<file path="config.mk">
export PLATFORM = sky130hd
export DESIGN_NAME = disp_capture_flat
export DESIGN_NICKNAME = d
export VERILOG_FILES = /design/src/rtl/disp_capture_pkg.sv /design/src/rtl/disp_capture_if.sv /design/src/rtl/disp_capture_seg7_decode.sv /design/src/rtl/disp_capture.sv /design/src/flat_wrapper.sv
export SDC_FILE = /design/constraint.sdc
export NUM_CORES = 1
export LEC_CHECK = 0
export CORE_ASPECT_RATIO = 1.4
export CORE_UTILIZATION = 52
export DETAILED_ROUTE_END_ITERATION = 8
export PLACE_DENSITY_LB_ADDON = 0.2
export SYNTH_ARGS = -nofsm -noshare
export SYNTH_HDL_FRONTEND = slang
export SYNTH_SLANG_ARGS = --single-unit
</file>
<file path="constraint.sdc">
create_clock -name clk -period 3.2 [get_ports clk]
set_input_delay 0.48 -clock clk [delete_from_list [all_inputs] [get_ports clk]]
set_output_delay 0.48 -clock clk [all_outputs]
set_load 0.01 [all_outputs]
</file>
<file path="src/rtl/disp_capture_pkg.sv">
// Shared definitions for the 7-segment display capture block: segment codes, FSM encodings,
// frame record type and select-line helpers.
package disp_capture_pkg;

  localparam int unsigned DISP_DIGITS = 4;

  // Active-low gfedcba patterns
  localparam logic [6:0] SEG_0 = 7'h40;
  localparam logic [6:0] SEG_1 = 7'h79;
  localparam logic [6:0] SEG_2 = 7'h24;
  localparam logic [6:0] SEG_3 = 7'h30;
  localparam logic [6:0] SEG_4 = 7'h19;
  localparam logic [6:0] SEG_5 = 7'h12;
  localparam logic [6:0] SEG_6 = 7'h02;
  localparam logic [6:0] SEG_7 = 7'h78;
  localparam logic [6:0] SEG_8 = 7'h00;
  localparam logic [6:0] SEG_9 = 7'h10;
  localparam logic [6:0] SEG_A = 7'h08;
  localparam logic [6:0] SEG_B = 7'h03;
  localparam logic [6:0] SEG_C = 7'h46;
  localparam logic [6:0] SEG_D = 7'h21;
  localparam logic [6:0] SEG_E = 7'h06;
  localparam logic [6:0] SEG_F = 7'h0E;

  localparam logic [1:0] StWait   = 2'd0;
  localparam logic [1:0] StSettle = 2'd1;
  localparam logic [1:0] StHeld   = 2'd2;

  typedef struct packed {
    logic [4*DISP_DIGITS-1:0] value;
    logic [DISP_DIGITS-1:0]   dp;
    logic [DISP_DIGITS-1:0]   err;
  } frame_t;

  function automatic logic sel_legal(logic [DISP_DIGITS-1:0] sel);
    return $countones(~sel) == 1;
  endfunction

  // Position of the (single) low anode bit; only meaningful when sel_legal().
  function automatic logic [1:0] sel_index(logic [DISP_DIGITS-1:0] sel);
    logic [1:0] idx;
    idx = '0;
    for (int i = 0; i < DISP_DIGITS; i++) begin
      if (!sel[i]) idx = 2'(i);
    end
    return idx;
  endfunction

endpackage

</file>
<file path="src/rtl/disp_capture_if.sv">
// Scanned display lines (driven by the display source) and the published readout.
interface disp_capture_if;
  logic [7:0]  disp;
  logic [3:0]  disp_sel;
  logic [15:0] value;
  logic [3:0]  dp;
  logic [3:0]  seg_err;
  logic        valid;
  logic        update;

  modport master (
    output disp, disp_sel,
    input  value, dp, seg_err, valid, update
  );

  modport slave (
    input  disp, disp_sel,
    output value, dp, seg_err, valid, update
  );
endinterface

</file>
<file path="src/rtl/disp_capture_seg7_decode.sv">
// Combinational 7-segment pattern to hex nibble decoder; unknown patterns (blank included)
// give nibble 0 with err set.
module disp_capture_seg7_decode
  import disp_capture_pkg::*;
(
  input  logic [6:0] seg,
  output logic [3:0] nibble,
  output logic       err
);

  always_comb begin
    nibble = 4'h0;
    err    = 1'b0;
    case (seg)
      SEG_0:   nibble = 4'h0;
      SEG_1:   nibble = 4'h1;
      SEG_2:   nibble = 4'h2;
      SEG_3:   nibble = 4'h3;
      SEG_4:   nibble = 4'h4;
      SEG_5:   nibble = 4'h5;
      SEG_6:   nibble = 4'h6;
      SEG_7:   nibble = 4'h7;
      SEG_8:   nibble = 4'h8;
      SEG_9:   nibble = 4'h9;
      SEG_A:   nibble = 4'hA;
      SEG_B:   nibble = 4'hB;
      SEG_C:   nibble = 4'hC;
      SEG_D:   nibble = 4'hD;
      SEG_E:   nibble = 4'hE;
      SEG_F:   nibble = 4'hF;
      default: err    = 1'b1;
    endcase
  end

endmodule

</file>
<file path="src/rtl/disp_capture.sv">
// Captures a scanned 4-digit 7-segment display and publishes the decoded value once the same
// full frame has been seen STABLE_FRAMES times in a row.
module disp_capture
  import disp_capture_pkg::*;
#(
  parameter int unsigned SETTLE_CYC    = 4,
  parameter int unsigned STABLE_FRAMES = 2
) (
  input logic           clk,
  input logic           rst,
  disp_capture_if.slave bus
);

  localparam int unsigned CntW   = $clog2(SETTLE_CYC + 1);
  localparam int unsigned MatchW = $clog2(STABLE_FRAMES + 1);

  logic [7:0]        disp_q;
  logic [3:0]        sel_q, sel_prev_q;
  logic [1:0]        state_q, state_d;
  logic [CntW-1:0]   cnt_q, cnt_d;
  logic [3:0]        bitmap_q, bitmap_d;
  logic [MatchW-1:0] match_q, match_d;
  frame_t            work_q, work_d, last_q, last_d, pub_q;
  logic              valid_q, update_q;

  logic              legal, changed, sample, frame_done, publish;
  logic [1:0]        idx;
  logic [3:0]        nibble;
  logic              seg_err;

  disp_capture_seg7_decode u_decode (
    .seg    (disp_q[6:0]),
    .nibble (nibble),
    .err    (seg_err)
  );

  assign legal      = sel_legal(sel_q);
  assign changed    = sel_q != sel_prev_q;
  assign idx        = sel_index(sel_q);
  assign frame_done = bitmap_q == 4'hF;

  always_comb begin
    state_d = state_q;
    cnt_d   = cnt_q;
    sample  = 1'b0;
    unique case (state_q)
      StWait: begin
        if (legal) begin
          state_d = StSettle;
          cnt_d   = CntW'(1);
        end else begin
          cnt_d   = '0;
        end
      end
      StSettle: begin
        if (!legal) begin
          state_d = StWait;
          cnt_d   = '0;
        end else if (changed) begin
          cnt_d   = CntW'(1);
        end else begin
          cnt_d   = cnt_q + 1'b1;
        end
      end
      StHeld: begin
        if (!legal) begin
          state_d = StWait;
          cnt_d   = '0;
        end else if (changed) begin
          state_d = StSettle;
          cnt_d   = CntW'(1);
        end
      end
      default: begin
        state_d = StWait;
        cnt_d   = '0;
      end
    endcase
    // Reaching the settle count samples on this edge, which also covers SETTLE_CYC == 1.
    if (state_d == StSettle && cnt_d == CntW'(SETTLE_CYC)) begin
      sample  = 1'b1;
      state_d = StHeld;
    end
  end

  always_comb begin
    work_d   = work_q;
    bitmap_d = frame_done ? 4'h0 : bitmap_q;
    if (sample) begin
      work_d.value[{idx, 2'b00} +: 4] = nibble;
      work_d.dp[idx]                  = ~disp_q[7];
      work_d.err[idx]                 = seg_err;
      bitmap_d[idx]                   = 1'b1;
    end
  end

  always_comb begin
    match_d = match_q;
    last_d  = last_q;
    publish = 1'b0;
    if (frame_done) begin
      last_d = work_q;
      if (work_q == last_q) begin
        match_d = (match_q >= MatchW'(STABLE_FRAMES)) ? MatchW'(STABLE_FRAMES) : match_q + 1'b1;
      end else begin
        match_d = MatchW'(1);
      end
      publish = (match_d == MatchW'(STABLE_FRAMES)) && (!valid_q || work_q != pub_q);
    end
  end

  always_ff @(posedge clk or posedge rst) begin
    if (rst) begin
      disp_q     <= 8'hFF;
      sel_q      <= 4'hF;
      sel_prev_q <= 4'hF;
      state_q    <= StWait;
      cnt_q      <= '0;
      bitmap_q   <= '0;
      work_q     <= '0;
      last_q     <= '0;
      match_q    <= '0;
      pub_q      <= '0;
      valid_q    <= 1'b0;
      update_q   <= 1'b0;
    end else begin
      disp_q     <= bus.disp;
      sel_q      <= bus.disp_sel;
      sel_prev_q <= sel_q;
      state_q    <= state_d;
      cnt_q      <= cnt_d;
      bitmap_q   <= bitmap_d;
      work_q     <= work_d;
      last_q     <= last_d;
      match_q    <= match_d;
      update_q   <= publish;
      if (publish) begin
        pub_q   <= work_q;
        valid_q <= 1'b1;
      end
    end
  end

  assign bus.value   = pub_q.value;
  assign bus.dp      = pub_q.dp;
  assign bus.seg_err = pub_q.err;
  assign bus.valid   = valid_q;
  assign bus.update  = update_q;

endmodule

</file>
<file path="src/flat_wrapper.sv">
// flat-port wrapper written by rule: the top's interface ports become plain ports
module disp_capture_flat import disp_capture_pkg::*;
#(
  parameter int unsigned SETTLE_CYC    = 4,
  parameter int unsigned STABLE_FRAMES = 2
)
  (clk, rst, bus_disp, bus_disp_sel, bus_value, bus_dp, bus_seg_err, bus_valid, bus_update);
  disp_capture_if bus_i ();
  input logic clk;
  input logic rst;
  input wire logic [$bits(bus_i.disp)-1:0] bus_disp;
  input wire logic [$bits(bus_i.disp_sel)-1:0] bus_disp_sel;
  output wire logic [$bits(bus_i.value)-1:0] bus_value;
  output wire logic [$bits(bus_i.dp)-1:0] bus_dp;
  output wire logic [$bits(bus_i.seg_err)-1:0] bus_seg_err;
  output wire logic [$bits(bus_i.valid)-1:0] bus_valid;
  output wire logic [$bits(bus_i.update)-1:0] bus_update;
  assign bus_i.disp = bus_disp;
  assign bus_i.disp_sel = bus_disp_sel;
  assign bus_value = bus_i.value;
  assign bus_dp = bus_i.dp;
  assign bus_seg_err = bus_i.seg_err;
  assign bus_valid = bus_i.valid;
  assign bus_update = bus_i.update;
  disp_capture #(.SETTLE_CYC(SETTLE_CYC), .STABLE_FRAMES(STABLE_FRAMES)) u_core (.clk(clk), .rst(rst), .bus(bus_i));
endmodule
</file>
==> impl_table.tex <==
\begin{tabular}{lr}
\hline
Metric & Value \\
\hline
\multicolumn{2}{l}{\textbf{Drt}} \\
\quad Overall via count from detail\_route & 3149 \\
\quad Routed wire length & 9380 µm \\
\quad Antenna viol nets, final & 0 \\
\quad Vias per std cell & 5.68 \\
\quad Remaining design rule violation count & 0 \\
\quad Routed len/inst & 16.9 µm \\
\quad Starting DRT DRC Count & 156 \\
\quad First-pass iteration count of the detailed router & 4 \\
\multicolumn{2}{l}{\textbf{STA}} \\
\quad Count of endpoints failing hold in the final timing report & 0 \\
\quad Unrepaired setup endpoints after global routing & false \\
\quad Highest clock rate & 333 MHz \\
\quad TNS Setup & 0 ns \\
\quad Worst setup skew after layout & 0.00661 ns \\
\quad Finish-stage setup viols & 0 \\
\quad Final critical delay including setup and external delays & 3.00 ns \\
\quad Final count of pins violating max slew & 0 \\
\quad Slew at the pin with the worst max-slew slack & 0.710 ns \\
\quad Portion of the clock cycle consumed by the worst path in the final layout & 93.7\% \\
\quad Worst slew slack as a fraction of its limit & 52.3\% \\
\multicolumn{2}{l}{\textbf{Floorplanning}} \\
\quad Effective utilization at floorplan & 53.8\% \\
\quad Floorplan die width & 83.7 µm \\
\quad Vertical die dimension & 116 µm \\
\quad Core Box Area & 9030 µm² \\
\quad Die area & 9740 µm² \\
\quad Placement row count & 41 \\
\quad IO Count & 40 \\
\multicolumn{2}{l}{\textbf{Clock network}} \\
\quad Number of post-CTS setup repair buffers & 0 \\
\quad TritonCTS clock tree & done \\
\quad Bufs on Longest Clock Path & 2 \\
\quad Cts hold-fix bufs & 0 \\
\quad \# clock sinks & 101 \\
\quad Cts bufs inserted & 9 \\
\quad Number of levels the H-tree was split into & 3 \\
\quad Reg clk slew, reported paths & 0.06 ns \\
\quad Clock insertion delay at the later pin of the skew report & 0.35 ns \\
\quad Cell chosen for the clock root & sky130\_fd\_sc\_hd\_\_clkbuf\_16 \\
\multicolumn{2}{l}{\textbf{Global route}} \\
\quad First-pass GRT wire length & 15800 µm \\
\quad Global-route layer with the greatest usage & met2 \\
\quad Met2 layer usage reported by global route & 37.1\% \\
\quad GR Layer Usage met1 & 25.1\% \\
\quad Residual overflow from global routing & 0 \\
\quad Met3 layer usage reported by global route & 2.83\% \\
\quad Antenna violations before repair & 0 \\
\quad Via count of the first global-routing pass & 3243 \\
\quad Total global-route track usage & 21.3\% \\
\quad Largest net degree at the start of global routing & 56 \\
\multicolumn{2}{l}{\textbf{Synth}} \\
\quad Largest family of logic cells by synthesized area & multiplexers \\
\quad Most instantiated library cell after synthesis & sky130\_fd\_sc\_hd\_\_dfrtp\_1 \\
\quad Primary flip-flop cell chosen by synthesis mapping & sky130\_fd\_sc\_hd\_\_dfrtp\_1 \\
\quad Adder-Cell Fraction of Synth Area & 3.50\% \\
\quad Distinct cell type count of the synthesized netlist & 49 \\
\quad Post-synth top area cell & sky130\_fd\_sc\_hd\_\_dfrtp\_1 \\
\quad Count of flip-flops with a built-in enable after synthesis & 0 \\
\quad Fraction of the mapped netlist area in compound gates & 7.21\% \\
\quad Total of warnings raised by yosys & 0 \\
\quad Commonest cells in the synthesized netlist & sky130\_fd\_sc\_hd\_\_dfrtp\_1 (85), sky130\_fd\_sc\_hd\_\_xnor2\_1 (37), sky130\_fd\_sc\_hd\_\_nand2\_1 (35), sky130\_fd\_sc\_hd\_\_mux2\_2 (33), sky130\_fd\_sc\_hd\_\_mux2\_4 (19) \\
\quad Number of synthesized register bits & 101 \\
\quad Post-synthesis sequential area ratio & 52.4\% \\
\quad Post-Synth XOR/XNOR Area & 9.91\% \\
\quad Proportion of synthesized flip-flops having asynchronous set or reset & 100\% \\
\quad Net count after synthesis & 420 \\
\quad Top cell type's share of synthesized area & 43.8\% \\
\quad Gate count after technology mapping & 393 \\
\quad Mux cell area share after synthesis & 13.7\% \\
\quad Avg Inst Size Synth & 12.4 µm² \\
\quad Area contributors post-synth & sky130\_fd\_sc\_hd\_\_dfrtp\_1 (44\%), sky130\_fd\_sc\_hd\_\_dfstp\_2 (8.7\%), sky130\_fd\_sc\_hd\_\_mux2\_2 (7.6\%) \\
\quad Basic-gate share of the synthesized area counting and, or, nand and nor cells & 10.9\% \\
\quad Area of the mapped netlist & 4860 µm² \\
\multicolumn{2}{l}{\textbf{Setup path}} \\
\quad Worst Reg-to-Reg Cells & 9 \\
\quad Arrival time at the worst endpoint & 3.25 ns \\
\quad FF-to-FF Start & u\_core.sel\_q[3]\$\_DFF\_PP1\_ \\
\quad Setup slack of the most critical reg-to-reg path & 0.20 ns \\
\quad Category of the worst setup path capture point & flop \\
\quad Worst EP required & 3.45 ns \\
\quad Worst setup path startpoint & u\_core.sel\_q[3]\$\_DFF\_PP1\_ \\
\quad Startpoint types & flop \\
\quad Worst setup path category & reg2reg \\
\quad Critical path peak fanout & 8 \\
\multicolumn{2}{l}{\textbf{Pwr}} \\
\quad Post-layout power & 2.56 mW \\
\quad Maximum resistive drop on vdd & 333 µV \\
\quad Total leakage power & 2.74 nW \\
\quad Areal power density over the cells & 441 nW/µm² \\
\multicolumn{2}{l}{\textbf{Min path}} \\
\quad Launch point of the worst hold path & u\_core.sel\_q[1]\$\_DFF\_PP1\_ \\
\quad Kind of path behind the tightest hold check & reg2reg \\
\quad Hold Crit Depth & 0 \\
\multicolumn{2}{l}{\textbf{Cells and area}} \\
\quad Fin cells & 554 \\
\quad Layout cell share with drive strength beyond 1 & 24.8\% \\
\quad Area growth from synthesis to final layout & 19.5\% \\
\quad Total Nets Final & 469 \\
\quad Core occupancy in the finished layout & 64.3\% \\
\quad Ant. Diodes & 0 \\
\multicolumn{2}{l}{\textbf{Place}} \\
\quad Placed cells & 538 \\
\quad Post-detail-place hpwl & 6970 µm \\
\quad Final RePlAce weighted congestion & 0.750 \\
\quad \# port buffers & 39 \\
\multicolumn{2}{l}{\textbf{Status}} \\
\quad Result of the run & finished clean \\
\multicolumn{2}{l}{\textbf{Job}} \\
\quad Maxcap violations & 0 \\
\hline
\end{tabular}
worst max-delay path: stages, from the launching register on:
cell and delay, ns:
sky130_fd_sc_hd__dfstp_2 0.56, sky130_fd_sc_hd__inv_1 0.07, sky130_fd_sc_hd__ha_1 0.27, sky130_fd_sc_hd__ha_1 0.19
sky130_fd_sc_hd__fa_1 0.45, sky130_fd_sc_hd__or3b_2 0.53, sky130_fd_sc_hd__nor4_4 0.19, sky130_fd_sc_hd__buf_4 0.20
sky130_fd_sc_hd__nand3_2 0.16, sky130_fd_sc_hd__o31ai_2 0.28
metal layers:
layer | up-vias | wire [µm]
met1 | 1563 | 3820
met4 | 0 | 408
met5 | - | 0
met3 | 26 | 231
li1 | 1491 | -
met2 | 69 | 4910
logic make-up after synthesis:
logic type | count (synthesis)
buffers and inverters | 26
AND/OR/NAND/NOR | 98
adder cells (fa/ha/maj) | 13
multiplexers | 53
XOR/XNOR | 55
flip-flops | 101
AO/OA/AOI/OAI | 47
worst paths after layout:
kind,end
min in group asynchronous,u_core.work_q[5]$_DFFE_PP0P_
worst min-delay path,u_core.sel_prev_q[1]$_DFF_PP1_
worst min register to register,u_core.sel_prev_q[1]$_DFF_PP1_
worst max-delay path,u_core.work_q[14]$_DFFE_PP0P_
worst max register to register,u_core.work_q[14]$_DFFE_PP0P_
max in group asynchronous,u_core.last_q[21]$_DFFE_PP0P_
power breakdown:
part           internal (mW)  switching [mW]
sequential              1.30          0.0225
combinational         0.0553          0.0844
clock                  0.650           0.444
cell type report:
cell class,instances,area [µm²]
clock buffer,15,268
inverter,12,47.5
timing repair buffer,52,500
clock inverter,1,30.0
tap,107,134
sequential,101,2550
multi-input combinational,266,2280
fill,707,3220
sequential cells by signal, indices dropped and copies added (netlist names):
signal and flops:
u_core.sel_prev_q 4, u_core.bus.value 16, u_core.disp_q 8, u_core.state_q 2
u_core.cnt_q 3, u_core.bus.update 1, u_core.bus.dp 4, u_core.bitmap_q 4
u_core.last_q 24, u_core.sel_q 4, u_core.work_q 24, u_core.bus.seg_err 4
u_core.bus.valid 1, u_core.match_q 2
what timing repair did:
item                                    4_1_cts  5_1_grt
gates resized for setup                       4       10
endpoints found under the setup margin       13       22
pin swaps                                     2        1
cloned                                        0        0
per-stage QoR:
step / worst slack (ns) / area [µm²] / hold slack (ns)
after floorplan: 0.00534 / 4860 / 0.366
after global placement: 0.0615 / 5430 / 0.369
after detailed placement: -0.0889 / 5430 / 0.376
after CTS: 0.0340 / 5750 / 0.383
after global routing: 0.0687 / 5810 / 0.389
final: 0.201 / 5810 / 0.382
cell usage in the layout, fill, tap and decap left out, types with 9 or more instances in the layout:
cell type | netlist | routed
sky130_fd_sc_hd__clkbuf_16 | 0 | 9
sky130_fd_sc_hd__dfstp_2 | 16 | 16
sky130_fd_sc_hd__xnor2_1 | 37 | 37
sky130_fd_sc_hd__mux2_2 | 33 | 33
sky130_fd_sc_hd__nand4_1 | 10 | 10
sky130_fd_sc_hd__xor2_1 | 18 | 18
sky130_fd_sc_hd__dfrtp_1 | 85 | 85
sky130_fd_sc_hd__o31ai_1 | 17 | 9
sky130_fd_sc_hd__buf_4 | 0 | 12
sky130_fd_sc_hd__inv_1 | 12 | 11
sky130_fd_sc_hd__mux2_4 | 19 | 19
sky130_fd_sc_hd__nor2_1 | 12 | 12
sky130_fd_sc_hd__nand2_1 | 35 | 35
sky130_fd_sc_hd__ha_1 | 12 | 12
sky130_fd_sc_hd__clkdlybuf4s50_1 | 0 | 39
(Power assumes the default switching activity.)
